===== config.mk =====
export PLATFORM = sky130hd
export DESIGN_NAME = icache_refill_unit
export DESIGN_NICKNAME = d
export VERILOG_FILES = /design/src/rtl/icache_pkg.sv /design/src/rtl/icache_refill_unit.sv
export SDC_FILE = /design/constraint.sdc
export NUM_CORES = 1
export LEC_CHECK = 0
export ABC_AREA = 1
export ABC_CLOCK_PERIOD_IN_PS = 6100
export BUFFER_PORTS_ARGS = -buffer_cell sky130_fd_sc_hd__buf_2
export CAP_MARGIN = 10
export CORE_MARGIN = 10
export CORE_UTILIZATION = 55
export CTS_BUF_LIST = sky130_fd_sc_hd__clkbuf_8
export CTS_CLUSTER_DIAMETER = 60
export CTS_CLUSTER_SIZE = 24
export DETAILED_ROUTE_END_ITERATION = 10
export GPL_TIMING_DRIVEN = 0
export PLACE_DENSITY = 0.88
export SLEW_MARGIN = 20
export SYNTH_ARGS = -nofsm -noshare
export SYNTH_HDL_FRONTEND = slang
export SYNTH_SLANG_ARGS = --single-unit

===== constraint.sdc =====
create_clock -name clk -period 6.1 [get_ports clk]
set_clock_uncertainty 0.05 [all_clocks]
set_input_delay 0.61 -clock clk [delete_from_list [all_inputs] [get_ports clk]]
set_output_delay 0.61 -clock clk [all_outputs]
set_load 0.005 [all_outputs]

===== src/rtl/icache_pkg.sv =====
// Shared icache constants and the refill FSM state type.
// The icache controller's set/offset slicing uses the same line geometry.
package icache_pkg;

  localparam int LINE_WORDS       = 32;
  localparam int LINE_BYTES       = LINE_WORDS * 4;
  localparam int LINE_OFFSET_BITS = $clog2(LINE_BYTES);

  typedef enum logic [1:0] {
    RF_IDLE  = 2'd0,
    RF_ISSUE = 2'd1,
    RF_DRAIN = 2'd2
  } refill_state_t;

endpackage


===== src/rtl/icache_refill_unit.sv =====
// Line-refill engine: splits one line request into LINE_WORDS single-word reads
// with a bounded number in flight, and streams the returned words back in order.
//
// Handshakes: a transfer happens on a cycle where valid && ready at posedge clk;
// a raised mem_req_valid keeps valid and addr stable until it is accepted, and the
// memory response port has no backpressure (mem_rsp_valid is always consumed).
module icache_refill_unit
  import icache_pkg::*;
#(
  parameter int WIDTH           = 32,
  parameter int ADDR_WIDTH      = 32,
  parameter int MAX_OUTSTANDING = 4
) (
  input  logic                  clk,
  input  logic                  rst,
  input  logic                  line_req_valid,
  output logic                  line_req_ready,
  input  logic [ADDR_WIDTH-1:0] line_req_addr,
  output logic                  line_d_valid,
  output logic [WIDTH-1:0]      line_d_data,
  output logic                  mem_req_valid,
  input  logic                  mem_req_ready,
  output logic [ADDR_WIDTH-1:0] mem_req_addr,
  input  logic                  mem_rsp_valid,
  input  logic [WIDTH-1:0]      mem_rsp_data,
  output logic                  busy,
  output logic                  err_stray
);

  localparam int CNT_W = $clog2(LINE_WORDS) + 1;
  localparam int OUT_W = $clog2(MAX_OUTSTANDING + 1);

  refill_state_t         state_q, state_d;
  logic [ADDR_WIDTH-1:0] base_q, base_d;
  logic [CNT_W-1:0]      issue_idx_q, issue_idx_d;
  logic [CNT_W-1:0]      ret_cnt_q, ret_cnt_d;
  logic [OUT_W-1:0]      out_q, out_d;
  logic                  req_fire;
  logic                  rsp_take;
  logic                  rsp_stray;

  // A response is only meaningful while something is in flight.
  assign rsp_take  = mem_rsp_valid && (out_q != '0);
  assign rsp_stray = mem_rsp_valid && (out_q == '0);
  assign busy      = (state_q != RF_IDLE);

  always_comb begin
    state_d        = state_q;
    base_d         = base_q;
    issue_idx_d    = issue_idx_q;
    ret_cnt_d      = ret_cnt_q;
    line_req_ready = 1'b0;
    mem_req_valid  = 1'b0;
    mem_req_addr   = '0;
    req_fire       = 1'b0;

    if (rsp_take) ret_cnt_d = ret_cnt_q + 1'b1;

    case (state_q)
      RF_IDLE: begin
        line_req_ready = rst;
        if (line_req_valid && rst) begin
          base_d      = line_req_addr & ~ADDR_WIDTH'(LINE_BYTES - 1);
          issue_idx_d = '0;
          ret_cnt_d   = '0;
          state_d     = RF_ISSUE;
        end
      end
      RF_ISSUE: begin
        // outstanding cannot rise without a fire, so a raised valid never retracts
        mem_req_valid = (out_q < OUT_W'(MAX_OUTSTANDING));
        mem_req_addr  = base_q + (ADDR_WIDTH'(issue_idx_q) << 2);
        req_fire      = mem_req_valid && mem_req_ready;
        if (req_fire) begin
          issue_idx_d = issue_idx_q + 1'b1;
          if (issue_idx_q == CNT_W'(LINE_WORDS - 1)) state_d = RF_DRAIN;
        end
      end
      RF_DRAIN: begin
        if (rsp_take && (ret_cnt_q == CNT_W'(LINE_WORDS - 1))) state_d = RF_IDLE;
      end
      default: state_d = RF_IDLE;
    endcase

    out_d = out_q + OUT_W'(req_fire) - OUT_W'(rsp_take);
  end

  always_ff @(posedge clk) begin
    if (!rst) begin
      state_q      <= RF_IDLE;
      base_q       <= '0;
      issue_idx_q  <= '0;
      ret_cnt_q    <= '0;
      out_q        <= '0;
      line_d_valid <= 1'b0;
      line_d_data  <= '0;
      err_stray    <= 1'b0;
    end else begin
      state_q      <= state_d;
      base_q       <= base_d;
      issue_idx_q  <= issue_idx_d;
      ret_cnt_q    <= ret_cnt_d;
      out_q        <= out_d;
      line_d_valid <= rsp_take;
      if (rsp_take) line_d_data <= mem_rsp_data;
      err_stray    <= rsp_stray;
    end
  end

endmodule


# --- Word level (Yosys, flattened, before mapping) ---
# Cells that the tools add are included.
word_totals:
  ff_bits: 76
  input_bits: 69
  out_inout_bits: 69
  elab_cells: 50
classes:
  add_sub_neg: 5
  magnitude_cmp: 1
  eq_ne: 8
  n_mux: 15
  reduce_logical: 13
op_table:
  columns: ["operator", "n"]
  rows:
  - ["$add A32 B8 Y32", 1]
  - ["$mux W32", 1]
  - ["$mux W6", 5]
  - ["$add A6 B1 Y6 const B", 2]
  - ["$eq A6 B5 Y1 const B", 2]
  - ["$pmux W6 S2", 1]
  - ["$mux W2", 4]
  - ["$ne A2 B2 Y1 const B", 4]
  - ["$pmux W2 S3", 1]
  - ["$logic_and A1 B1 Y1", 5]
  - ["$reduce_and A4 Y1", 1]
  - ["$reduce_bool A2 Y1", 2]
  - ["$add A3 B1 Y3", 1]
  - ["$logic_not A3 Y1", 1]
  - ["$lt A3 B3 Y1 const B", 1]
  - ["$mux W1", 3]
  - ["$reduce_and A3 Y1", 1]
  - ["$reduce_bool A3 Y1", 1]
  - ["$sub A3 B1 Y3", 1]
  - ["$eq A2 B1 Y1 const B", 1]
  - ["$eq A2 B2 Y1 const B", 1]
  - ["$logic_not A2 Y1", 1]
  - ["$reduce_and A2 Y1", 1]

# --- Depth between registers and ports, before layout ---
logic_depth:
  ltp_word: 5
  mapped_depth: 12
  depth_no_buf: 10

# --- Least setup slack after synthesis ---
# No wires, ideal clock.
synth_path:
  path_type: "in2reg"
  start: "input port mem_rsp_valid"
  end: "register out_q[2]"
  setup_ps: 121
  arrival_time_ps: 2000
  required_time_ps: 5929
  path_slack_ps: 3929
  stages: 10
  path_buffers: 2
  path_cell_list: "nand2_2 > buf_4 > buf_4 > xor2_1 > ha_1 > inv_1 > fa_1 > xor2_1 > o21ai_0 > a21oi_1"
synth_via:
  elab_chain_len: 2
synth_lines:
  columns: ["element", "line", "text"]
  rows:
  - ["start: declaration", "icache_refill_unit.sv:24", "input logic mem_rsp_valid,"]
  - ["$logic_and A1 B1 Y1", "icache_refill_unit.sv:43", "assign rsp_take = mem_rsp_valid && (out_q != '0);"]
  - ["$sub A3 B1 Y3", "icache_refill_unit.sv:85", "out_d = out_q + OUT_W'(req_fire) - OUT_W'(rsp_take);"]
  - ["end signal: assignment", "icache_refill_unit.sv:103", "out_q <= out_d;"]
  - ["end: declaration", "icache_refill_unit.sv:37", "logic [OUT_W-1:0] out_q, out_d;"]
# Every way passes these cells.
# A chain may end at the register's enable or synchronous reset.

# --- Worst setup path after layout ---
layout_path:
  start: "register base_q[7]"
  end: "output port mem_req_addr[29]"
layout_via:
  elab_chain_len: 2
layout_lines:
  columns: ["element", "line", "text"]
  rows:
  - ["start: declaration", "icache_refill_unit.sv:34", "logic [ADDR_WIDTH-1:0] base_q, base_d;"]
  - ["start signal: assignment", "icache_refill_unit.sv:100", "base_q <= base_d;"]
  - ["$add A32 B8 Y32", "icache_refill_unit.sv:72", "mem_req_addr = base_q + (ADDR_WIDTH'(issue_idx_q) << 2);"]
  - ["$mux W32", "icache_refill_unit.sv:59", "case (state_q)"]
  - ["end: declaration", "icache_refill_unit.sv:23", "output logic [ADDR_WIDTH-1:0] mem_req_addr,"]
# Every way passes these cells.

==> parameters.txt <==
Parameter                              Value

Clock tree
  CTS tree ... built
  Deepest clock path buffer count ... 2
  Clk root buf ... clkbuf_8
  Count of cells resized by post-cts repair ... 0
  CTS clk-pin slew, worst paths ... about 0.08 ns
  H-tree depth ... 3
  Total clock sinks ... 76
  Clock buffers created by TritonCTS ... 9
  Worst skew pair latency ... 0.36 ns
  Count of buffers added by post-CTS timing repair for setup ... 0
  Number of hold-repair buffers added at the cts stage ... 0

Synthesis
  Synthesized area divided by synthesized cell count ... around 6.7 µm²
  Count of state elements after synthesis ... 76
  Number of warning messages in the yosys log ... 0
  Synthesized netlist cell count ... 543
  Unique masters post-synth ... 30
  Top_reg_cell synth ... dfxtp_1
  Number of synthesized flops with an enable pin ... 0
  Synth Cell Area ... 0.00363 mm²
  Share of the yosys chip area belonging to registers ... between 40% and 50%
  Share of synthesized registers carrying an async set or reset ... 0%

Route
  Number of detailed-route iterations in the first pass ... 5
  Post-Route WL ... 10.6 mm
  DRC Markers ... 0
  Via count ... 3,859
  Number of DRC markers after the initial detailed-route iteration ... 128
  Antenna Violating Nets Remaining ... 0
  Routed length per placed instance ... roughly 14 µm
  Via density per instance ... 5.04

Placement
  Count of input and output buffers ... 128
  Post-DP HPWL ... around 8.3 mm
  Routability congestion estimate ... 0.914

Flow run
  Number of maximum-capacitance constraint violations ... 0

GRT
  Global-route wire length before repair ... 17.2 mm
  Gr ovfl total ... 0
  Number of global-route vias before repair ... approximately 3,700
  GRT Resource Usage Total ... 20.3%
  Maximum number of pins on one net before global-route repair ... 16
  Antenna violations before repair ... 1

Timing
  Final Max Tran Viols ... 0
  Achievable frequency ... approximately 360 MHz
  Number of setup violations in the final report ... 0
  Endpoints failing hold ... 0
  RSZ-0062 raised after global routing ... no
  Final period utilization ... 45.1%
  Slew margin rel. ... 64.5%
  Post-layout min period ... 2.75 ns
  Final setup TNS ... 0 ns
  Slew of the pin with the lowest slew margin ... 0.533 ns

Worst setup path
  Crit path from ... base_q[7]
  Kind of start point of the critical path ... flop
  CP endpoint kind ... output port
  Largest stage delay on the critical path ... 0.36 ns
  Critical Path Most Common Cell ... nand2_1
  Data required time of the worst path ... between 5 and 6 ns
  Slack of the worst reg-to-reg path ... around 3.7 ns
  Cells traversed along the worst timing path ... ha_1, ha_1, nand2_1, nor2_2, nand2_1, inv_1, nand2_1, nand2_1, nand2_1, nor2_1, buf_2
  Critical path arrival ... 2.09 ns
  Worst-path maximum fanout ... 5
  Worst setup path category ... reg -> out
  Startpoint of the lowest-slack register-to-register path ... out_q[1]
  Cell type of the slowest stage on the worst timing path ... dfxtp_1

Layout
  Multi-input combinational cell area ... between 0.0015 and 0.002 mm²
  Filler cell count in the final layout ... 554
  Proportion of layout cells with a drive suffix above 1 ... 25.7%
  Core Util, Final ... 71.3%
  FF/Latch Area ... roughly 0.0015 mm²
  Nets@finish ... 758
  Growth of design area from synthesis to finish ... 25.4%

Worst hold path
  Hold Path Class ... in -> reg
  Worst Min Path Start ... line_req_addr[26]

Pwr
  Power density over the cells ... 315 mW/mm²
  Highest ir drop seen on vdd ... 0.000277 V
  Leakage ... 2.13 nW

Die
  Area of the core ... 0.00639 mm²
  Horizontal extent of the die ... between 100 and 150 µm
  # IOs ... 138
  Placement Rows ... 29
  Effective utilization at floorplan ... a little under three fifths
  Floorplan die height ... 101 µm
  Floorplan die area ... 0.0102 mm²

Status
  Run status ... finished clean
## Yosys cell counts (2+ instances only)
library cell  count  area, µm²
nand2_1         108        405
nand4_1           3       18.8
ha_1              5       62.6
inv_1            49        184
nand2_2           5       31.3
o21ai_1           2       10.0
o21ai_0          69        345
nand3_1          17       85.1
buf_4             6       45.0
nor3_1            5       25.0
a22o_1            4       35.0
nor2_1          135        507
buf_1             2       7.51
nand3_2           2       20.0
xor2_1            4       35.0
inv_2             4       15.0
clkbuf_1          4       15.0
buf_2             6       30.0
nor2_2            6       37.5
dfxtp_1          76       1520
a21oi_1          22        110
## routing by layer
metal | track usage, % | vias to the layer above | part of all wire [%] | wire (µm)
met4 | 5.57 | 0 | 1.0 | 106
li1 | - | 1988 | - | -
met2 | 35.8 | 132 | 51 | 5410
met3 | 8.71 | 14 | 9.6 | 1020
met1 | 21.7 | 1725 | 38 | 4060
met5 | 0 | - | 0 | 0
## flip-flops by register name (all words and copies together) (netlist names)
name          flops
line_d_data      32
base_q           25
issue_idx_q       6
ret_cnt_q         6
out_q             3
state_q           2
err_stray         1
line_d_valid      1
## cell usage in the layout (no fill, tap or decap), types with 2 or more instances in the layout
cell,instances
nand3_2,2
xor2_1,4
clkbuf_1,4
nand2_2,5
dfxtp_1,76
nor3_1,5
nand4_1,3
a21oi_1,22
ha_1,5
buf_4,6
a22o_1,4
buf_2,134
clkbuf_8,9
o21ai_1,2
nor2_1,135
nand3_1,17
inv_2,4
inv_6,4
o21ai_0,69
nand2_1,108
buf_1,2
conb_1,2
nor2_2,6
inv_1,49
## stage by stage
| stage | worst slack [ns] | instances | hold slack (ns) | power [mW] | cell area [µm²] |
|---|---|---|---|---|---|
| final | 3.35 | 766 | 0.395 | 1.43 | 4550 |
| after global routing | 3.16 | 766 | 0.400 | 1.53 | 4550 |
| after detailed placement | 3.57 | 749 | 0.417 | 1.08 | 4370 |
| after floorplan | 3.93 | 544 | 0.397 | 0.913 | 3630 |
| after CTS | 3.36 | 765 | 0.386 | 1.44 | 4550 |
| after global placement | 3.66 | 749 | 0.408 | 1.06 | 4370 |
## final cells by class
| cell class | instances | share of cell area (%) |
|---|---|---|
| diodes | 1 | 0.0550 |
| clock buffers | 9 | 2.72 |
| well taps | 77 | 2.12 |
| multi-input cells | 395 | 39.5 |
| clock inverters | 7 | 1.24 |
| inverters | 53 | 4.37 |
| plain buffers | 20 | 2.50 |
| repair buffers | 128 | 14.1 |
| flip-flops and latches | 76 | 33.4 |
## path summary, 6_finish.rpt
path / endpoint / cells after the start
worst max register to register: out_q[2] / 12
worst min-delay path: base_q[26] / 3
worst max-delay path: mem_req_addr[29] / 11
worst min register to register: ret_cnt_q[2] / 2
## worst max-delay path: cells and delay by family, from the launching register on
family	cells	cell delay [ns]
and+or+nand+nor	7	0.72
adders and majority gates	2	0.41
DFF	1	0.36
buffers and inverters	2	0.25
## power by group
group,switching (mW),leakage (nW),total (mW),internal [mW]
sequential,0.0568,0.625,0.647,0.590
clock,0.207,0.0910,0.360,0.153
combinational,0.252,1.42,0.425,0.173
total,0.515,2.13,1.43,0.917
## cell families after synthesis
kind of cell	Yosys count	share of synthesized area (%)
AND/OR/NAND/NOR	284	31.9
AO/OA/AOI/OAI	99	14.2
flip-flops	76	41.9
buffers and inverters	73	8.62
adder cells (fa/ha/maj)	6	2.28
XOR/XNOR	4	0.965
other	1	0.103
Note: power is estimated with default switching activity, not from simulation.
